### src/rtl/seq101_share_arb.sv
// Round-robin arbiter sharing one serial "101" Moore detector among NREQ requesters.
// The granted word is shifted MSB-first and overlapping detections are counted and reported per requester.
module seq101_share_arb #(
  parameter int unsigned NREQ  = 4,
  parameter int unsigned WIDTH = 8,
  parameter int unsigned IDW   = $clog2(NREQ),
  parameter int unsigned CNTW  = $clog2(WIDTH + 1)
) (
  input  logic                  clk,
  input  logic                  areset_n,
  input  logic [NREQ-1:0]       req,
  input  logic [NREQ*WIDTH-1:0] data,
  output logic [NREQ-1:0]       gnt,
  output logic                  busy,
  output logic                  done,
  output logic [IDW-1:0]        done_id,
  output logic [CNTW-1:0]       match_cnt,
  output logic                  match_any
);

  typedef enum logic [1:0] {IDLE, SHIFT, REPORT} state_t;
  typedef enum logic [1:0] {DET_A, DET_B, DET_C, DET_D} det_t;

  state_t           state, state_nxt;
  det_t             det, det_nxt;
  logic [WIDTH-1:0] shreg;
  logic [WIDTH-1:0] words [NREQ];
  logic [CNTW-1:0]  cnt, cnt_nxt, bit_idx;
  logic [IDW-1:0]   last_win, winner, cand;
  logic             win_found, last_bit, det_in;

  for (genvar g = 0; g < NREQ; g++) begin : g_unpack
    assign words[g] = data[g*WIDTH +: WIDTH];
  end

  // Scan starting just after the previous winner, wrapping at NREQ.
  always_comb begin
    win_found = 1'b0;
    winner    = '0;
    cand      = '0;
    for (int unsigned k = 1; k <= NREQ; k++) begin
      cand = IDW'((32'(last_win) + k) % NREQ);
      if (!win_found && req[cand]) begin
        win_found = 1'b1;
        winner    = cand;
      end
    end
  end

  // Grant is gated by reset so nothing is offered while the block is held in reset.
  always_comb begin
    gnt = '0;
    if (areset_n && state == IDLE && win_found) gnt[winner] = 1'b1;
  end

  assign det_in   = shreg[WIDTH-1];
  assign last_bit = (bit_idx == CNTW'(WIDTH - 1));

  always_comb begin
    det_nxt = det;
    case (det)
      DET_A:   det_nxt = det_in ? DET_B : DET_A;
      DET_B:   det_nxt = det_in ? DET_B : DET_C;
      DET_C:   det_nxt = det_in ? DET_D : DET_A;
      DET_D:   det_nxt = det_in ? DET_B : DET_C;
      default: det_nxt = DET_A;
    endcase
    cnt_nxt = cnt + CNTW'(det_nxt == DET_D);
  end

  always_comb begin
    state_nxt = state;
    case (state)
      IDLE:    if (win_found) state_nxt = SHIFT;
      SHIFT:   if (last_bit) state_nxt = REPORT;
      REPORT:  state_nxt = IDLE;
      default: state_nxt = IDLE;
    endcase
  end

  always_ff @(posedge clk or negedge areset_n) begin
    if (!areset_n) state <= IDLE;
    else           state <= state_nxt;
  end

  // Results are loaded on the edge entering REPORT so they are valid alongside done.
  always_ff @(posedge clk or negedge areset_n) begin
    if (!areset_n) begin
      shreg     <= '0;
      det       <= DET_A;
      cnt       <= '0;
      bit_idx   <= '0;
      last_win  <= IDW'(NREQ - 1);
      done_id   <= '0;
      match_cnt <= '0;
      match_any <= 1'b0;
    end else begin
      case (state)
        IDLE: begin
          if (win_found) begin
            shreg    <= words[winner];
            det      <= DET_A;
            cnt      <= '0;
            bit_idx  <= '0;
            last_win <= winner;
          end
        end
        SHIFT: begin
          shreg   <= {shreg[WIDTH-2:0], 1'b0};
          det     <= det_nxt;
          cnt     <= cnt_nxt;
          bit_idx <= bit_idx + CNTW'(1);
          if (last_bit) begin
            done_id   <= last_win;
            match_cnt <= cnt_nxt;
            match_any <= (cnt_nxt != '0);
          end
        end
        default: ;
      endcase
    end
  end

  assign busy = (state != IDLE);
  assign done = (state == REPORT);

endmodule
### config.mk
export PLATFORM = sky130hd
export DESIGN_NAME = seq101_share_arb
export DESIGN_NICKNAME = d
export VERILOG_FILES = /design/src/rtl/seq101_share_arb.sv
export SDC_FILE = /design/constraint.sdc
export NUM_CORES = 1
export LEC_CHECK = 0
export CAP_MARGIN = 0
export CORE_ASPECT_RATIO = 0.5
export CORE_UTILIZATION = 25
export CTS_CLUSTER_SIZE = 8
export DETAILED_ROUTE_END_ITERATION = 16
export DONT_BUFFER_PORTS = 1
export GPL_TIMING_DRIVEN = 0
export PLACE_DENSITY_LB_ADDON = 0.25
export SYNTH_ARGS = -nofsm -noshare
export SYNTH_HDL_FRONTEND = slang
export SYNTH_SLANG_ARGS = --single-unit
### constraint.sdc
create_clock -name clk -period 3.26 [get_ports clk]
set_input_delay 0.163 -clock clk [delete_from_list [all_inputs] [get_ports clk]]
set_output_delay 0.163 -clock clk [all_outputs]
set_load 0.005 [all_outputs]
* Yosys cells after proc, flatten, opt, wreduce, memory -nomap -nowiden
Index checks and enable logic that the tools add are counted.
Word-level totals: bits in registers 29, bits of input ports 38, output and inout port bits 13
Cells by class: $add $sub $neg 6, order comparisons 7, eq/ne operators 9, multiplexer cells 36, bitwise operators 1, reductions and logical operators 19
Operator list (count):
- 2-to-1 mux 8 bit | 3
- 2-to-1 mux 2 bit | 9
- binary-select mux 8 bit (select 2 bit) | 1
- one-hot mux 4 bit (2 select lines) | 2
- one-hot mux 8 bit (2 select lines) | 1
- < comparator 2 x 3 -> 1 bit (second input constant) | 5
- 2-to-1 mux 1 bit | 10
- binary-select mux 1 bit (select 2 bit) | 4
- equality test 2 bit (second input constant) | 4
- 2-to-1 mux 4 bit | 2
- one-hot mux 2 bit (2 select lines) | 2
- AND reduction 2 bit | 4
- logical AND 1 bit | 6
- one-hot mux 2 bit (3 select lines) | 1
- adder 2 x 1 -> 2 bit (second input constant) | 2
- adder 2 bit (second input constant) | 2
- adder 4 x 1 -> 4 bit | 1
- adder 4 x 1 -> 4 bit (second input constant) | 1
- equality test 2 x 1 -> 1 bit (second input constant) | 2
- equality test 4 x 3 -> 1 bit (second input constant) | 1
- logical NOT 2 bit | 2
- != test 2 bit (second input constant) | 2
- nonzero test 2 bit | 2
- nonzero test 4 bit | 1
- 6 further kinds | 8

* Logic depth before layout (Yosys ltp)
word-level depth 19, gate-level depth with buffers 7, gate-level depth less buffers 7

* Worst setup path after synthesis
Ideal clock, no wire load.
path type register to register, start register last_win[0], end register shreg[2], data arrival time 1.632 ns, required time 3.173 ns, path slack 1.541 ns, stages on the path, launching flop included 8, buffers on the path 2, path through dfstp_2 > buf_6 > nor2b_1 > o21ai_0 > and3_1 > buf_4 > mux2_2 > o211ai_1
On the way: longest elaborated chain between the ends 19
RTL lines:
- start, declared | RTL line 29 | logic [IDW-1:0] last_win, winner, cand;
- start signal, assigned | RTL line 93 | last_win <= IDW'(NREQ - 1);
- start signal, assigned | RTL line 105 | last_win <= winner;
- adder 2 x 1 -> 2 bit | RTL line 42 | cand = IDW'((32'(last_win) + k) % NREQ);
- binary-select mux 1 bit (select 2 bit) | RTL line 43 | if (!win_found && req[cand]) begin
- 2-to-1 mux 1 bit (implied by the code) | RTL line 43
- 2-to-1 mux 1 bit | RTL line 43
- logical NOT 1 bit | RTL line 43
- logical AND 1 bit | RTL line 43
- 2-to-1 mux 1 bit | RTL line 43
- logical NOT 1 bit | RTL line 43
- [... 2 more ...]
- logical NOT 1 bit | RTL line 43
- logical AND 1 bit | RTL line 43
- 2-to-1 mux 2 bit | RTL line 43
- inverter 2 -> 3 bit (implied by the code) | RTL line 101 | shreg <= words[winner];
- binary-select mux 8 bit (select 2 bit) | RTL line 101
- 2-to-1 mux 8 bit (implied by the code) (2 in a row) | RTL line 101
- 2-to-1 mux 8 bit | RTL line 100 | if (win_found) begin
- one-hot mux 8 bit (2 select lines) | RTL line 98 | case (state)
- end signal, assigned | RTL line 101
- end signal, assigned | RTL line 109 | shreg <= {shreg[WIDTH-2:0], 1'b0};
- end, declared | RTL line 26 | logic [WIDTH-1:0] shreg;
Parallel ways exist; a longest one is shown, timed or not. The select of a mux whose other input is x is not followed. A chain may end at the register's enable or synchronous reset.

* Worst setup path in the final report
start register state[0], end output gnt[2]
On the way: longest elaborated chain between the ends 4
RTL lines:
- start, declared | RTL line 24 | state_t state, state_nxt;
- start signal, assigned | RTL line 83 | else state <= state_nxt;
- logical NOT 2 bit | RTL line 53 | if (areset_n && state == IDLE && win_found) gnt[winner] = 1'b1;
- logical AND 1 bit (2 in a row) | RTL line 53
- 2-to-1 mux 4 bit | RTL line 53
- end, declared | RTL line 13 | output logic [NREQ-1:0] gnt,
No other way between the ends.

==> results.ini <==
[worst_hold_path]
hold_path_depth = 3
hp-class = primary input to register

[yosys]
ys_warn_count = 0
muxShareOfSynthArea_pct = 15.8
syn-num-nets = 225
synthXorXnorAreaFrac_pct = 1.01
synth-compound-area-share_pct = 15.1
syn_area_per_cell_um2 = 9.40
ys_types = 36
syn_area_um2 = 1730
synth_edf_count = 0
synthArstFlopShare_pct = 100
yosys.area_share.simple_pct = 19.5
ys_ff_latch = 29
synth_flop_cell = dfrtp_1
synthCells = 184
synth-seq-area-share_pct = 42.1
synth_top_family_by_area = simple AND/OR/NAND/NOR gates
synthAdderAreaFrac_pct = 2.17

[placement]
gp_congestion = 0.772
place_area_um2 = 1840
post-dp-hpwl_um = 3010
io_buffers = 0

[sta]
fmax_mhz = 447
maxSlewHeadroom_pct = 68.3
period_needed_ns = 2.24
worstMarginPinSlew_ns = 0.474
hold_viol = 0
rsz0062_at_grt = false
setup_tns_ns = 0
period_share_pct = 68.6
slew_violations = 0
finalClockSkew_ns = 0.00594
setup_violations = 0

[worst_setup_path]
path_delay_family = buffers and inverters
path_depth = 6
crit_required_ns = 3.10
worstRegToRegCells = 7
cp_slowest_cell = dfrtp_1
critPathKind = register to output pin
endpoint_kind = output pin
crit_path_cell_trace = nor2_1 > a21boi_2 > buf_2 > buf_2 > nand3_1 > nor2_1
arrival_ns = 2.07
path_max_fanout = 10
path_buf_inv = 2
start_kind = register
cp_slowest_stage_delay_ns = 0.41

[detailed_routing]
wl_um = 4010
post_drt_wl_per_cell_um = 14.2
drc_errors = 0
firstDrtPassIters = 4
vias_per_cell = 4.84
vias = 1364
drtIter0Drc = 97
ant_nets = 0

[grt]
grt_pass1_vias = 1281
antenna_found_initial = 0
grt_pass1_wl_um = 6820
gr-total-overflow = 0
grt_max_degree = 30
grtUsageTotal_pct = 12.5

[power_and_ir_drop]
peakVddDrop_mv = 0.219
leakage_uw = 0.000901
power_density_nw_per_um2 = 903

[status]
outcome = completed

[cells_and_area]
syn_to_final_growth_pct = 17.2
design_area_um2 = 2030
ff_latch_area_um2 = 728
nets = 234
multi_input_area_um2 = 927
drive_above_1_share_pct = 15.5
diodes = 0
nFillCells = 675

[clock_network]
cts_tree = done
clock_path_buffers = 2
post-cts-setup-buffers = 0
numCtsBuffers = 5
clkTransAtPathRegs_ns = 0.05
cts.sinks = 29
cts-root-buf = clkbuf_16
htreeDepth = 2
clk_latency_ns = 0.27

[die]
die_area_um2 = 7280
chipHeight_um = 60.8
row_count = 20
io_pins = 51
initial_core_util_pct = 27.2
die_x_um = 120
coreArea_um2 = 6360

[job]
max_cap_violations = 0

cells in the mapped netlist, drive strengths merged, types with 2 or more instances:
library cell  instances  area [um^2]
a31oi                 2         12.5
clkbuf                4         15.0
o211ai                4         30.0
mux2i                16          160
nor2b                 6         37.5
nor2                 15         56.3
nand2b                2         12.5
mux2                 10          113
inv                   4         15.0
ha                    3         37.5
a21oi                 8         40.0
dfstp                 2         52.6
dfrtp                27          676
a21o                  3         22.5
o21ai                18         90.1
a221oi                2         17.5
nor3                  2         21.3
xor2                  2         17.5
nand3                14         75.1
buf                   6         45.0
and3                  6         37.5
nand2                20         75.1
layout make-up:
cell class,instances,area share [%]
Clock inverter,1,0.247
Tap cell,88,5.43
Clock buffer,7,7.53
Inverter,4,0.740
Multi-Input combinational cell,141,45.7
Buffer,10,2.96
Sequential cell,29,35.9
Timing Repair Buffer,2,1.48
logic make-up after synthesis:
kind of cell / count (synthesis)
AND/OR/NAND/NOR: 68
AO/OA/AOI/OAI: 42
XOR/XNOR: 2
flip-flops: 29
buffers and inverters: 14
adder cells (fa/ha/maj): 3
multiplexers: 26
placed cells by master (no fill, tap or decap), types with 2 or more instances in the layout:
master / instances
dfrtp_1: 27
nand2_1: 20
o21ai_0: 17
mux2i_1: 16
nor2_1: 15
nand3_1: 13
mux2_2: 9
a21oi_1: 8
nor2b_1: 6
and3_1: 6
clkbuf_16: 5
inv_1: 4
clkbuf_1: 4
o211ai_1: 4
buf_2: 3
a21o_1: 3
ha_1: 3
buf_6: 2
nand2b_1: 2
xor2_1: 2
a31oi_1: 2
a221oi_1: 2
clkbuf_8: 2
dfstp_2: 2
flip-flops by register name, summed over array words and instances, names as in the netlist:
signal     cells
match_any      1
done_id        2
shreg          8
bit_idx        4
cnt            4
match_cnt      4
state          2
last_win       2
det            2
power breakdown:
part           leakage [uW]  total, uW  internal [uW]  switching (uW)
clock             0.0000799        474            322             152
sequential         0.000364        614            511             103
combinational      0.000457        744            324             420
worst reg2reg max path: stages (launching register included):
cell and delay, ns:
dfstp_2 0.54, buf_6 0.13, nor2b_1 0.06, o21ai_0 0.26, and3_1 0.21, buf_4 0.20, mux2_2 0.36, o211ai_1 0.08
through the flow:
step	utilization (%)	hold slack (ns)	instances	power [uW]	worst slack [ns]
floorplan	-	-0.133	184	1180	1.54
global placement	29.0	-0.132	272	1340	1.33
detailed placement	29.0	-0.132	272	1360	1.34
CTS	31.9	0.0663	282	1860	1.03
global route	31.9	0.100	282	1990	0.846
finish	31.9	0.0717	282	1830	1.02
worst paths after layout:
path                                          from                        to  slack [ns]
min                                         req[0]   last_win[0]$_DFFE_PN1P_        0.07
max reg2reg                last_win[0]$_DFFE_PN1P_      shreg[6]$_DFFE_PN0P_        1.34
max                           state[0]$_DFFE_PN0P_                    gnt[2]        1.02
min reg2reg                     det[0]$_DFFE_PN0P_        det[0]$_DFFE_PN0P_        0.50
min in group asynchronous                 areset_n  match_cnt[2]$_DFFE_PN0P_        0.33
max in group asynchronous                 areset_n   last_win[1]$_DFFE_PN1P_        2.69
layer usage:
layer | GRT usage, % | share of wire, % | up-vias
li1 | - | - | 678
met1 | 18.6 | 53 | 649
met2 | 16.8 | 39 | 30
met3 | 3.67 | 5.9 | 7
met4 | 4.82 | 1.3 | 0
met5 | 0 | 0 | -
timing repair:
action / in CTS / in global routing
gates resized for setup: 0 / 0
endpoints found under the hold margin: 29 / 0
hold buffers: 2 / 0
Note: power is estimated with default switching activity, not from simulation.
